### config.mk
export PLATFORM = sky130hd
export DESIGN_NAME = addsub_acc_pipe
export DESIGN_NICKNAME = d
export VERILOG_FILES = /design/src/rtl/addsub_acc_pipe.sv
export SDC_FILE = /design/constraint.sdc
export NUM_CORES = 1
export LEC_CHECK = 0
export CAP_MARGIN = 20
export CELL_PAD_IN_SITES_DETAIL_PLACEMENT = 2
export CELL_PAD_IN_SITES_GLOBAL_PLACEMENT = 2
export CORE_ASPECT_RATIO = 0.9
export CORE_MARGIN = 2
export CORE_UTILIZATION = 34
export CTS_CLUSTER_DIAMETER = 100
export DETAILED_ROUTE_END_ITERATION = 6
export PLACE_DENSITY = 0.89
export SLEW_MARGIN = 40
export SYNTH_ARGS = -nofsm -noshare
export SYNTH_HDL_FRONTEND = slang
export SYNTH_SLANG_ARGS = --single-unit
### constraint.sdc
create_clock -name CLK -period 4.5 [get_ports CLK]
set_input_delay 0.9 -clock CLK [delete_from_list [all_inputs] [get_ports CLK]]
set_output_delay 0.9 -clock CLK [all_outputs]
set_load 0.01 [all_outputs]
### src/rtl/addsub_acc_pipe.sv
// ---------------------------------------------------------------------------
// addsub_acc_pipe
//   Two-stage valid/ready pipeline performing ADD, SUB, ACC (running
//   accumulator) and LOAD (accumulator preset) on WIDTH-bit operands.
//   Stage S1 captures the request; stage S2 holds the registered result.
//
// Ports
//   CLK        clock, all state on rising edge
//   RESET      synchronous, active-high reset
//   in_valid   request present            in_ready   request accepted this cycle
//   op         00 ADD, 01 SUB, 10 ACC, 11 LOAD
//   z, x       operands                    CIN        carry-in (ADD only)
//   out_valid  result present              out_ready  downstream accepts result
//   a          result                      cout       carry-out (SUB: 1 = no borrow)
//   ovf        two's-complement signed overflow
// ---------------------------------------------------------------------------
module addsub_acc_pipe #(
    parameter int WIDTH = 32'sd8
) (
    input  logic             CLK,
    input  logic             RESET,
    input  logic             in_valid,
    output logic             in_ready,
    input  logic [1:0]       op,
    input  logic [WIDTH-1:0] z,
    input  logic [WIDTH-1:0] x,
    input  logic             CIN,
    output logic             out_valid,
    input  logic             out_ready,
    output logic [WIDTH-1:0] a,
    output logic             cout,
    output logic             ovf
);

    typedef enum logic [1:0] {
        OP_ADD  = 2'b00,
        OP_SUB  = 2'b01,
        OP_ACC  = 2'b10,
        OP_LOAD = 2'b11
    } op_e;

    // Result of one operation, packed as {ovf, cout, a}.  The adder is shared
    // by ADD, SUB and ACC; only the two addends and the carry-in differ.
    function automatic logic [WIDTH+1:0] calc(
        input logic [1:0]       f_op,
        input logic [WIDTH-1:0] f_z,
        input logic [WIDTH-1:0] f_x,
        input logic             f_cin,
        input logic [WIDTH-1:0] f_acc
    );
        logic [WIDTH-1:0] add1;
        logic [WIDTH-1:0] add2;
        logic             cin_eff;
        logic [WIDTH:0]   sum;
        logic             v;
        add1    = f_z;
        add2    = f_x;
        cin_eff = f_cin;
        case (op_e'(f_op))
            OP_ADD: begin
                add1    = f_z;
                add2    = f_x;
                cin_eff = f_cin;
            end
            OP_SUB: begin
                add1    = f_z;
                add2    = ~f_x;
                cin_eff = 1'b1;
            end
            OP_ACC: begin
                add1    = f_acc;
                add2    = f_x;
                cin_eff = 1'b0;
            end
            default: begin
                add1    = f_z;
                add2    = f_x;
                cin_eff = 1'b0;
            end
        endcase
        sum = {1'b0, add1} + {1'b0, add2} + {{WIDTH{1'b0}}, cin_eff};
        // Same-sign addends producing a different-sign result.
        v   = (add1[WIDTH-1] == add2[WIDTH-1]) && (sum[WIDTH-1] != add1[WIDTH-1]);
        if (op_e'(f_op) == OP_LOAD) begin
            calc = {1'b0, 1'b0, f_x};
        end else begin
            calc = {v, sum[WIDTH], sum[WIDTH-1:0]};
        end
    endfunction

    // Stage S1
    logic             s1_valid_r;
    logic [1:0]       s1_op_r;
    logic [WIDTH-1:0] s1_z_r;
    logic [WIDTH-1:0] s1_x_r;
    logic             s1_cin_r;
    // Stage S2 and accumulator
    logic             out_valid_r;
    logic [WIDTH-1:0] a_r;
    logic             cout_r;
    logic             ovf_r;
    logic [WIDTH-1:0] acc_r;
    // Control / datapath
    logic             advance_s;
    logic             in_ready_s;
    logic             accept_s;
    logic [WIDTH-1:0] res_a_s;
    logic             res_cout_s;
    logic             res_ovf_s;
    logic             acc_wr_s;

    // Handshake control and S1 -> S2 result computation.
    always_comb begin
        advance_s  = 1'b0;
        in_ready_s = 1'b0;
        accept_s   = 1'b0;
        acc_wr_s   = 1'b0;
        advance_s  = s1_valid_r && (!out_valid_r || out_ready);
        // Reset gating keeps in_ready low while RESET is high; in_valid never
        // feeds back into in_ready.
        if (RESET) begin
            in_ready_s = 1'b0;
        end else begin
            in_ready_s = !s1_valid_r || advance_s;
        end
        accept_s = in_valid && in_ready_s;
        acc_wr_s = advance_s && (s1_op_r[1] == 1'b1);
        {res_ovf_s, res_cout_s, res_a_s} = calc(s1_op_r, s1_z_r, s1_x_r, s1_cin_r, acc_r);
    end

    assign in_ready  = in_ready_s;
    assign out_valid = out_valid_r;
    assign a         = a_r;
    assign cout      = cout_r;
    assign ovf       = ovf_r;

    // Stage S1 capture register.
    always_ff @(posedge CLK) begin
        if (RESET) begin
            s1_valid_r <= 1'b0;
            s1_op_r    <= 2'b00;
            s1_z_r     <= '0;
            s1_x_r     <= '0;
            s1_cin_r   <= 1'b0;
        end else if (accept_s) begin
            s1_valid_r <= 1'b1;
            s1_op_r    <= op;
            s1_z_r     <= z;
            s1_x_r     <= x;
            s1_cin_r   <= CIN;
        end else if (advance_s) begin
            s1_valid_r <= 1'b0;
        end else begin
            s1_valid_r <= s1_valid_r;
        end
    end

    // Stage S2 result register; holds while the result is stalled.
    always_ff @(posedge CLK) begin
        if (RESET) begin
            out_valid_r <= 1'b0;
            a_r         <= '0;
            cout_r      <= 1'b0;
            ovf_r       <= 1'b0;
        end else if (advance_s) begin
            out_valid_r <= 1'b1;
            a_r         <= res_a_s;
            cout_r      <= res_cout_s;
            ovf_r       <= res_ovf_s;
        end else if (out_ready) begin
            out_valid_r <= 1'b0;
        end else begin
            out_valid_r <= out_valid_r;
        end
    end

    // Accumulator: written only as an ACC/LOAD moves into S2, so the next
    // ACC sitting in S1 sees the new value one cycle later without a stall.
    always_ff @(posedge CLK) begin
        if (RESET) begin
            acc_r <= '0;
        end else if (acc_wr_s) begin
            acc_r <= res_a_s;
        end else begin
            acc_r <= acc_r;
        end
    end

endmodule

-- Word-level counts from Yosys, hierarchy flattened
Cells that the tools add are included.
- bits in writable memories: 0
- output and inout port bits: 12
- memories kept: 0
- logic and storage cells: 38
- register bits after elaboration: 39
- bits in latches: 0
- memory bits (read-only): 0
- equal/unequal tests: 5
- bitwise operators: 1
- divide/modulo/power cells: 0
- reduce and logical (&&, ||, !) cells: 11
- shift-type cells: 0
- mux-type cells: 9
- $add $sub $neg: 2
- magnitude comparators: 0
- $mul: 0
- operators with widths (kind ; number):
    8-bit two-way mux ; 2
    10-bit two-way mux ; 1
    8-bit by 8-bit adder with 9-bit output ; 1
    9-bit by 1-bit adder with 9-bit output ; 1
    8-bit NOT ; 1
    1-bit two-way mux ; 5
    2-bit == test (second input constant) ; 2
    1-bit logical AND ; 4
    2-bit nonzero test ; 2
    2-bit by 1-bit == test with 1-bit output (second input constant) ; 1
    1-bit logical NOT ; 2
    2-bit logical NOT ; 1
    1-bit logical OR ; 2
    1-bit one-hot mux with 2 select lines ; 1
    1-bit == test ; 1
    1-bit != test ; 1

-- Depth between registers and ports, before layout
- depth in word-level cells: 7
- depth in mapped cells: 11
- mapped depth without buffers: 9

-- Worst setup path after synthesis
No wires, ideal clock.
- path kind: register -> register
- start: reg s1_op_r[1]
- end: reg a_r[6], in the netlist a[6]
- stages on the path, launching flop included: 12
- data required time: 4.414 ns
- library setup time: 0.086 ns
- arrival time: 2.550 ns
- clock period less this slack: 2.636 ns
- path slack: 1.864 ns
- path through: dfxtp_1 clkbuf_2 nand2b_1 buf_2 xor2_1 fa_1 fa_1 nor2b_1 o31ai_2 and3_1 o31a_1 a211oi_1
- longest elaborated chain between the ends: 5
- RTL lines (item ; RTL line ; source):
    start, declared ; 93 ; logic [1:0] s1_op_r;
    start signal, assigned ; 147 ; s1_op_r <= op;
    2-bit == test or 2-bit by 1-bit == test with 1-bit output (tied branches) ; 59 ; case (op_e'(f_op))
    8-bit two-way mux ; 59 ;
    8-bit by 8-bit adder with 9-bit output ; 81 ; sum = {1'b0, add1} + {1'b0, add2} + {{WIDTH{1'b0}}, cin_eff};
    9-bit by 1-bit adder with 9-bit output ; 81 ;
    10-bit two-way mux (*) ; 84 ; if (op_e'(f_op) == OP_LOAD) begin
    end signal, assigned ; 167 ; a_r <= res_a_s;
    end, declared ; 99 ; logic [WIDTH-1:0] a_r;
Every way passes the cells marked *; elsewhere a longest branch is shown, timed or not.
A chain may end at the register's enable or synchronous reset.

-- Worst setup path in the final report
- start: in out_ready
- end: out in_ready
- longest elaborated chain between the ends: 4
- RTL lines (item ; RTL line ; source):
    start, declared ; 29 ; input logic out_ready,
    1-bit logical OR ; 118 ; advance_s = s1_valid_r && (!out_valid_r || out_ready);
    1-bit logical AND ; 118 ;
    1-bit logical OR ; 124 ; in_ready_s = !s1_valid_r || advance_s;
    1-bit two-way mux ; 121 ; if (RESET) begin
    end, declared ; 23 ; output logic in_ready,
No other way between the ends.

==> impl_metrics.yaml <==
outcome:
  status: "finished, final reports clean"
critical_path:
  r2r_end: "a[6]"
  r2r_slack_ns: 1.42
  required_ns: 3.60
  crit_arrival_ns: 2.24
  r2r_start: "s1_op_r[0]"
  start_kind: "input port"
  cp-end-kind: "primary output"
  cp_max_fo: 3
  reg2reg_depth: 9
  path_class: "input port to primary output"
routing:
  drt_iter0_drc: 69
  drt-total-wl_um: 5863
  final_antenna_net_count: 0
  drtPass1Iterations: 4
  wl_per_cell_um: 16.90
  drc_errors: 0
  dr_total_vias: 1861
  via_per_inst: 5.363
yosys:
  synth_cells: 248
  synth_edf_count: 0
  synth.yosys.seq_area_share_pct: 36.92
  syn-num-nets: 280
  synth_common_cells: "nand2_1 (45), dfxtp_1 (39), nor2_1 (22), nand3b_1 (20), a21oi_1 (11)"
  ys_async_sr_fraction_pct: 0
  synth_area_leaders: "dfxtp_1 (37%), nand2_1 (8.0%), nand3b_1 (7.1%), ha_1 (4.1%), nor2_1 (3.9%)"
  synth_most_common_cell: "nand2_1"
  synth_top_area_share_pct: 36.92
  synth_largest_area_cell: "dfxtp_1"
  yosysWarnings: 0
  avgSynthCellArea_um2: 8.526
  ys_seq_elements: 39
  synth-main-ff-cell: "dfxtp_1"
  syn-cell-area_um2: 2115
  synth_cell_type_count: 42
sta:
  period_share_pct: 69.71
  slew_violations: 0
  finalSetupTns_ns: 0
  tightestPinTransition_ns: 0.7582
  setup_violations: 0
  skew_ns: 0.007029
  rsz0062_at_grt: "no"
  hold_viol_final: 0
  max_clock_freq_mhz: 318.8
  slew_headroom_pct: 49.46
  period_needed_ns: 3.137
pwr:
  power_switching_uw: 245.7
  peakVddDrop_uv: 172.2
  seq_power_share_pct: 46.3
  p_sw_share_pct: 29.46
  p_clk_share_pct: 29.0
  p_per_area_nw_per_um2: 324.7
  p_leak_uw: 0.001071
  power_uw: 834.0
  p_int_uw: 588.3
  comb_power_share_pct: 24.7
clocking:
  cts_root_buffer: "clkbuf_8"
  cts_tree: "done"
  cts_buffers: 5
  cts_resized: 0
  cts.clk_slew.worst_paths_ns: 0.08
  post-cts-setup-buffer-count: 0
  ctsHoldBuffers: 0
  clock_latency_ns: 0.29
  cts.sinks: 39
  htreeDepth: 2
  clockBufferDepth: 2
layout:
  layout.nets: 307
  final_cell_area_um2: 2569
  fillers: 692
  syn2layout_area_growth_pct: 21.48
  drive_gt1_share_pct: 7.636
  diodes: 0
floorplan:
  die_area_um2: 6867
  io_pins: 35
  die_w_um: 87.13
  coreArea_um2: 6081
  initial_core_util_pct: 34.77
  die_h_um: 78.82
  fp-row-count: 27
place:
  place_congestion: 0.7696
  port-buffer-count: 34
  hpwl_um: 4422
  placed_cell_area_um2: 2481
hold_path:
  hold_start: "cout"
  hold_path_class: "flop to flop"
  hold_depth: 2
  hold_path_end: "cout"
grt:
  grt_overflow: 0
  grt_pass1_vias: 2030
  grt_antenna_before_repair: 0
  grt_use_total_pct: 18.63
  grt_pass1_wl_um: 9949
  grt_max_degree: 44
job:
  cap_violations: 0
## metal layers
layer / global-route usage, % / part of all wire (%)
met1: 22.09 / 44
met2: 34.89 / 53
met3: 3.119 / 2.8
met5: 0 / 0
met4: 4.000 / 1.0
## flip-flops by register name, indices dropped and copies added (netlist names), 2 cells and up
name,count
a,8
acc_r,8
s1_x_r,8
s1_z_r,8
s1_op_r,2
## worst max-delay path by stage
| stage | cells after the start | slack, ns | endpoint | startpoint |
|---|---|---|---|---|
| 2_1_floorplan | 11 | 1.86 | a[6] | s1_op_r[1] |
| 3_3_place_gp | 4 | 1.40 | in_ready | out_ready |
| 3_5_place_dp | 4 | 1.35 | in_ready | out_ready |
| 4_1_cts | 4 | 1.34 | in_ready | out_ready |
| 5_1_grt | 9 | 1.17 | acc_r[6] | s1_op_r[0] |
| 6_report | 4 | 1.36 | in_ready | out_ready |
## power groups by stage
| stage | combinational [uW] | sequential [uW] | clock, uW |
|---|---|---|---|
| 6_report | 206 | 386 | 242 |
| 5_1_grt | 234 | 389 | 266 |
| 4_1_cts | 209 | 386 | 250 |
| 3_5_place_dp | 205 | 394 | 0 |
| 3_3_place_gp | 195 | 392 | 0 |
| 2_1_floorplan | 136 | 391 | 0 |
## through the flow
stage | cells | util [%] | hold slack (ns) | setup WS [ns]
after floorplan | 248 | - | 0.4462 | 1.864
after global placement | 340 | 40.80 | 0.4700 | 1.398
after detailed placement | 340 | 40.80 | 0.4689 | 1.350
after CTS | 347 | 42.24 | 0.4865 | 1.344
after global routing | 347 | 42.24 | 0.5063 | 1.168
final | 347 | 42.24 | 0.4858 | 1.363
## area by class of cell
class                      instances  area [um^2]  area share (%)
inverter                           4        15.01          0.5845
sequential                        39        780.7           30.39
multi-input combinational        190         1247           48.56
tap                               72        90.09           3.507
clock inverter                     1        5.005          0.1948
timing repair buffer              35        347.8           13.54
clock buffer                       6        82.58           3.215
## worst max-delay path, cell delays in order
cell             delay, ns
clkdlybuf4s50_1       0.48
nor2b_1               0.07
a21oi_1               0.22
clkdlybuf4s50_1       0.57
## cells in the final DEF (no fill, tap or decap), types with 5 or more instances in the layout
master	instances
a211oi_1	9
a21oi_1	11
and3_1	5
clkbuf_8	6
clkdlybuf4s50_1	34
dfxtp_1	39
ha_1	7
mux2_2	6
mux2i_1	5
nand2_1	45
nand2b_1	5
nand3b_1	20
nor2_1	22
nor3b_1	5
o21ai_0	6
xnor2_1	7
## cell families (layout without fill, tap and decap cells)
group,Yosys count,after routing,synth area share [%]
fa+ha+maj,9,9,6.035
simple gates,115,115,27.69
mux,12,12,6.272
flops,39,39,36.92
xor+xnor,8,8,3.314
buf+inv,19,46,4.082
compound gates,46,46,15.68
No activity file was read; power rests on OpenSTA's default activity.
